==> src/rtl/mem_access_ctrl.sv <==
// Initiator-side controller for the single-cycle data memory port.
// Accepts load/store/copy commands over valid/ready and drives the memory port.
module mem_access_ctrl #(
  parameter int ADDR_W = 16,
  parameter int DATA_W = 16,
  parameter int LEN_W  = 5
) (
  input  logic              i_clk,
  input  logic              i_rst,
  input  logic              i_cmd_valid,
  output logic              o_cmd_ready,
  input  logic [1:0]        i_cmd_op,
  input  logic [ADDR_W-1:0] i_cmd_addr,
  input  logic [ADDR_W-1:0] i_cmd_addr2,
  input  logic [DATA_W-1:0] i_cmd_wdata,
  input  logic [LEN_W-1:0]  i_cmd_len,
  output logic              o_rsp_valid,
  output logic [DATA_W-1:0] o_rsp_data,
  output logic              o_done,
  output logic              o_err,
  output logic              o_busy,
  output logic [ADDR_W-1:0] o_mem_addr,
  output logic [DATA_W-1:0] o_mem_write,
  output logic              o_mem_write_en,
  output logic              o_mem_read,
  input  logic [DATA_W-1:0] i_mem_read_data
);

  // state    | meaning
  // S_IDLE   | ready for a command, memory port parked at zero
  // S_LOAD   | single read cycle, data captured at its closing edge
  // S_STORE  | single write cycle
  // S_CP_RD  | copy: read source word src+i
  // S_CP_WR  | copy: write buffered word to dst+i, advance i
  // S_FIN    | completion pulse cycle (done, rsp_valid, err)
  typedef enum logic [2:0] {
    S_IDLE, S_LOAD, S_STORE, S_CP_RD, S_CP_WR, S_FIN
  } state_t;

  localparam logic [1:0] OP_LOAD  = 2'b00;
  localparam logic [1:0] OP_STORE = 2'b01;
  localparam logic [1:0] OP_COPY  = 2'b10;

  state_t              r_state;
  logic [ADDR_W-1:0]   r_src;
  logic [ADDR_W-1:0]   r_dst;
  logic [LEN_W-1:0]    r_len;
  logic [LEN_W-1:0]    r_idx;
  logic [DATA_W-1:0]   r_rsp_data;
  logic                r_cmd_ready;
  logic                r_busy;
  logic                r_rsp_valid;
  logic                r_done;
  logic                r_err;
  logic [ADDR_W-1:0]   r_mem_addr;
  logic [DATA_W-1:0]   r_mem_write;
  logic                r_mem_we;
  logic                r_mem_re;

  logic                w_accept;
  logic [LEN_W-1:0]    w_idx_next;
  logic [ADDR_W-1:0]   w_rd_next_addr;
  logic [ADDR_W-1:0]   w_wr_addr;

  assign w_accept       = i_cmd_valid & r_cmd_ready;
  assign w_idx_next     = r_idx + 1'b1;
  assign w_rd_next_addr = r_src + ADDR_W'(w_idx_next);
  assign w_wr_addr      = r_dst + ADDR_W'(r_idx);

  // Outputs are registered one state ahead, so each access cycle sees its
  // address/strobes from the edge that entered it. The write data register
  // doubles as the copy buffer.
  always_ff @(posedge i_clk) begin
    if (i_rst) begin
      r_state     <= S_IDLE;
      r_src       <= '0;
      r_dst       <= '0;
      r_len       <= '0;
      r_idx       <= '0;
      r_rsp_data  <= '0;
      r_cmd_ready <= 1'b1;
      r_busy      <= 1'b0;
      r_rsp_valid <= 1'b0;
      r_done      <= 1'b0;
      r_err       <= 1'b0;
      r_mem_addr  <= '0;
      r_mem_write <= '0;
      r_mem_we    <= 1'b0;
      r_mem_re    <= 1'b0;
    end else begin
      r_rsp_valid <= 1'b0;
      r_done      <= 1'b0;
      r_err       <= 1'b0;
      r_mem_addr  <= '0;
      r_mem_write <= '0;
      r_mem_we    <= 1'b0;
      r_mem_re    <= 1'b0;
      case (r_state)
        S_IDLE: begin
          if (w_accept) begin
            r_src       <= i_cmd_addr;
            r_dst       <= i_cmd_addr2;
            r_len       <= i_cmd_len;
            r_idx       <= '0;
            r_cmd_ready <= 1'b0;
            r_busy      <= 1'b1;
            case (i_cmd_op)
              OP_LOAD: begin
                r_state    <= S_LOAD;
                r_mem_re   <= 1'b1;
                r_mem_addr <= i_cmd_addr;
              end
              OP_STORE: begin
                r_state     <= S_STORE;
                r_mem_we    <= 1'b1;
                r_mem_addr  <= i_cmd_addr;
                r_mem_write <= i_cmd_wdata;
              end
              OP_COPY: begin
                if (i_cmd_len != '0) begin
                  r_state    <= S_CP_RD;
                  r_mem_re   <= 1'b1;
                  r_mem_addr <= i_cmd_addr;
                end else begin
                  r_state <= S_FIN;
                  r_done  <= 1'b1;
                end
              end
              default: begin
                r_state <= S_FIN;
                r_done  <= 1'b1;
                r_err   <= 1'b1;
              end
            endcase
          end
        end
        S_LOAD: begin
          r_rsp_data  <= i_mem_read_data;
          r_state     <= S_FIN;
          r_done      <= 1'b1;
          r_rsp_valid <= 1'b1;
        end
        S_STORE: begin
          r_state <= S_FIN;
          r_done  <= 1'b1;
        end
        S_CP_RD: begin
          r_state     <= S_CP_WR;
          r_mem_we    <= 1'b1;
          r_mem_addr  <= w_wr_addr;
          r_mem_write <= i_mem_read_data;
        end
        S_CP_WR: begin
          r_idx <= w_idx_next;
          if (w_idx_next == r_len) begin
            r_state <= S_FIN;
            r_done  <= 1'b1;
          end else begin
            r_state    <= S_CP_RD;
            r_mem_re   <= 1'b1;
            r_mem_addr <= w_rd_next_addr;
          end
        end
        S_FIN: begin
          r_state     <= S_IDLE;
          r_cmd_ready <= 1'b1;
          r_busy      <= 1'b0;
        end
        default: begin
          r_state     <= S_IDLE;
          r_cmd_ready <= 1'b1;
          r_busy      <= 1'b0;
        end
      endcase
    end
  end

  assign o_cmd_ready = r_cmd_ready;
  assign o_busy      = r_busy;
  assign o_rsp_valid = r_rsp_valid;
  assign o_rsp_data  = r_rsp_data;
  assign o_done      = r_done;
  assign o_err       = r_err;
  assign o_mem_addr  = r_mem_addr;
  assign o_mem_write = r_mem_write;
  // Reset suppresses strobes in the cycle it is asserted, so an aborted copy
  // cannot land one more word at the reset edge.
  assign o_mem_write_en = r_mem_we & ~i_rst;
  assign o_mem_read     = r_mem_re & ~i_rst;

endmodule

==> config.mk <==
export PLATFORM = sky130hd
export DESIGN_NAME = mem_access_ctrl
export DESIGN_NICKNAME = d
export VERILOG_FILES = /design/src/rtl/mem_access_ctrl.sv
export SDC_FILE = /design/constraint.sdc
export NUM_CORES = 1
export LEC_CHECK = 0
export CAP_MARGIN = 20
export CORE_MARGIN = 1
export CORE_UTILIZATION = 38
export CTS_BUF_LIST = sky130_fd_sc_hd__clkbuf_8 sky130_fd_sc_hd__clkbuf_16
export DETAILED_ROUTE_END_ITERATION = 6
export MAX_ROUTING_LAYER = met4
export PLACE_DENSITY = 0.75
export SYNTH_ARGS = -nofsm -noshare
export SYNTH_HDL_FRONTEND = slang
export SYNTH_SLANG_ARGS = --single-unit
==> constraint.sdc <==
create_clock -name i_clk -period 2.8 [get_ports i_clk]
set_clock_uncertainty 0.1 [all_clocks]
set_input_delay 0.56 -clock i_clk [delete_from_list [all_inputs] [get_ports i_clk]]
set_output_delay 0.56 -clock i_clk [all_outputs]
set_load 0.005 [all_outputs]
==> impl_metrics.toml, run 1 <==
[outcome]
status = "complete, but fails checks"
violations = "design-rule violations"

[worst_setup_path]
path_max_fanout = 6
endpoint = "o_mem_addr[10]"
r2r_start = "r_idx[1]"
rrSetupSlack_ps = 220
end_kind = "register"
critPathLaunchType = "register"
required_ps = 2970
cp.arrival_ps = 2750
r2r.worst_path.cells = 10
reg2reg_to = "o_mem_addr[10]"
critPathKind = "register to register"
startpoint = "r_idx[1]"

[clock_tree]
postCtsSetupBuffers = 0
cts_resized = 0
cts_buffers = 9
cts_tree = "built"
cts_buffer_depth = 2
hold_buffers = 0
cts.sinks = 100
clk_latency_ps = 340
clkTransAtPathRegs_ps = 60
cts-root-buf = "clkbuf_16"
htreeDepth = 3

[final_layout]
fillers = 1076
diodes = 0
drive_gt1_share_pct = 6.07
fin_cells = 835
syn_to_final_growth_pct = 37.7
finalNetCount = 776
final_util_pct = 54.7
final_cell_area_um2 = 6350

[drt]
dr_wl_met2_um = 6310
postRouteAntennaNets = 0
wirelength_um = 12900
wire_per_inst_um = 15.5
drt_iter0_drc = 329
drt_first_pass_iters = 7
m1WireLength_um = 5480
viasPerCell = 5.39
met3_wirelength_um = 842
vias = 4497
maxUsedRoutingLayer = "met4"
drc = 6

[timing]
final-setup-viol-count = 0
max_slew_margin_pct = 54.8
period_share_pct = 92.3
fmax_mhz = 387
max_slew.worst_pin.slew_ps = 678
holdWs_ps = 354
fin_setup_tns_ps = 0
drv_slew = 0
final_hold_viol_count = 0
min_period_ps = 2580
setup_slack_ps = 217

[floorplan]
start_util_pct = 39.7
dieWidth_um = 112
die_area_um2 = 12600
core_um2 = 11600
fp-row-count = 39
pin_count = 129
dieHeight_um = 112

[power]
leakagePower_nw = 2.30
vdd_drop_max_uv = 396
total_power_mw = 4.90
power_density_nw_per_um2 = 772

[logic_synthesis]
yosysMostFrequentCell = "nand2_1"
synthTopCellsByCount = "nand2_1 (126), dfxtp_1 (100), a21oi_1 (78)"
synth-seq-area-share_pct = 43.4
synth_edf_count = 0
synthFlopType = "dfxtp_1"
yosysTopAreaCell = "dfxtp_1"
syn-cell-area_um2 = 4610
syn_nets = 654
synthTopCellsByArea = "dfxtp_1 (43%), nand2_1 (10%), a21oi_1 (8.5%)"
synth.avg_cell_area_um2 = 8.15
netlist_instances = 566
synth-seq-cells = 100
ys_warn_count = 0
synth-async-reset-ratio_pct = 0
synth_cell_type_count = 54
synth_top_area_share_pct = 43.4

[grt]
track_usage_pct = 21.4
grt_max_degree = 43
grt_pass1_wl_um = 20800
antenna_found_initial = 0
grt_pass1_vias = 4315
grt-ovfl-total = 0

[hold_path]
holdCritPathClass = "register to register"
hold-path-cell-count = 2

[placement]
dpl-instance-area_um2 = 6050
hpwlAfterDp_um = 9820
port-buffer-count = 128
dp_cells = 820
place.gp.congestion = 0.946
place_ws_ps = 129

[run]
drv_cap = 0
==> final cells by class <==
| type | count | area, µm² | share of cell area [%] |
|---|---|---|---|
| clock inverters | 5 | 52.6 | 0.827 |
| inverters | 9 | 33.8 | 0.532 |
| well taps | 143 | 179 | 2.82 |
| multi-input cells | 423 | 2440 | 38.4 |
| flip-flops and latches | 100 | 2000 | 31.5 |
| repair buffers | 145 | 1400 | 22.1 |
| clock buffers | 10 | 239 | 3.76 |
==> registers in the layout (all words and copies together), names as in the netlist, 3 cells and up <==
register	count
o_rsp_data	16
r_src	16
o_mem_write	16
o_mem_addr	16
r_dst	16
r_idx	5
r_state	3
r_len	5
==> metal layers <==
| metal | vias to the layer above | track usage [%] |
|---|---|---|
| met2 | 165 | 35.3 |
| met1 | 2116 | 26.3 |
| li1 | 2192 | - |
| met5 | - | - |
| met4 | 0 | 9.33 |
| met3 | 24 | 3.02 |
==> where the power goes <==
part           total (mW)  switching, mW  internal, mW
sequential           1.95          0.237          1.71
combinational        1.74          0.944         0.793
clock                1.22          0.509         0.708
total                4.90           1.69          3.21
==> worst min-delay path by stage <==
stage | start | endpoint
floorplan | r_dst[0] | r_dst[0]
finish | o_rsp_data[5] | o_rsp_data[5]
CTS | o_rsp_data[3] | o_rsp_data[3]
global route | o_rsp_data[3] | o_rsp_data[3]
detailed placement | o_rsp_data[3] | o_rsp_data[3]
global placement | o_rsp_data[0] | o_rsp_data[0]
==> cell usage in the layout (no fill, tap or decap), drive strengths merged, types with 4 or more instances in the layout <==
cell type,count
ha,12
nand2,126
a22oi,23
nor3,10
inv,11
a21o,4
dfxtp,100
o21ai,12
nand2b,4
xnor2,20
clkbuf,10
a21oi,78
nand4,6
a32oi,5
xor2,16
buf,18
nor2b,5
nand3,14
clkdlybuf4s50,127
nor2,38
and2,4
==> critical path: stages, from the launching register on <==
cell     delay [ps]
dfxtp_1         420
ha_2            280
nand3_1         170
xnor2_1         180
ha_1            340
a41oi_1         270
o21a_1          220
nor2_1           70
xor2_1          180
nand3_1         120
a21oi_1         170
==> logic make-up (layout without fill, tap and decap cells) <==
logic type,Yosys count,in the layout,synth area share [%]
and+or+nand+nor,226,226,22.1
AOI/OAI and AO/OA,147,147,19.6
buffers and inverters,43,169,4.02
adders and majority gates,14,14,4.12
DFF,100,100,43.4
xor gates and xnor gates,36,36,6.84
(Power assumes the default switching activity.)
==> run 2, diff against run 1 <==
- ABC_CLOCK_PERIOD_IN_PS: unset -> 2800
==> results of run 2 <==
The final DEF is identical to that of run 1; final timing and power are the same.
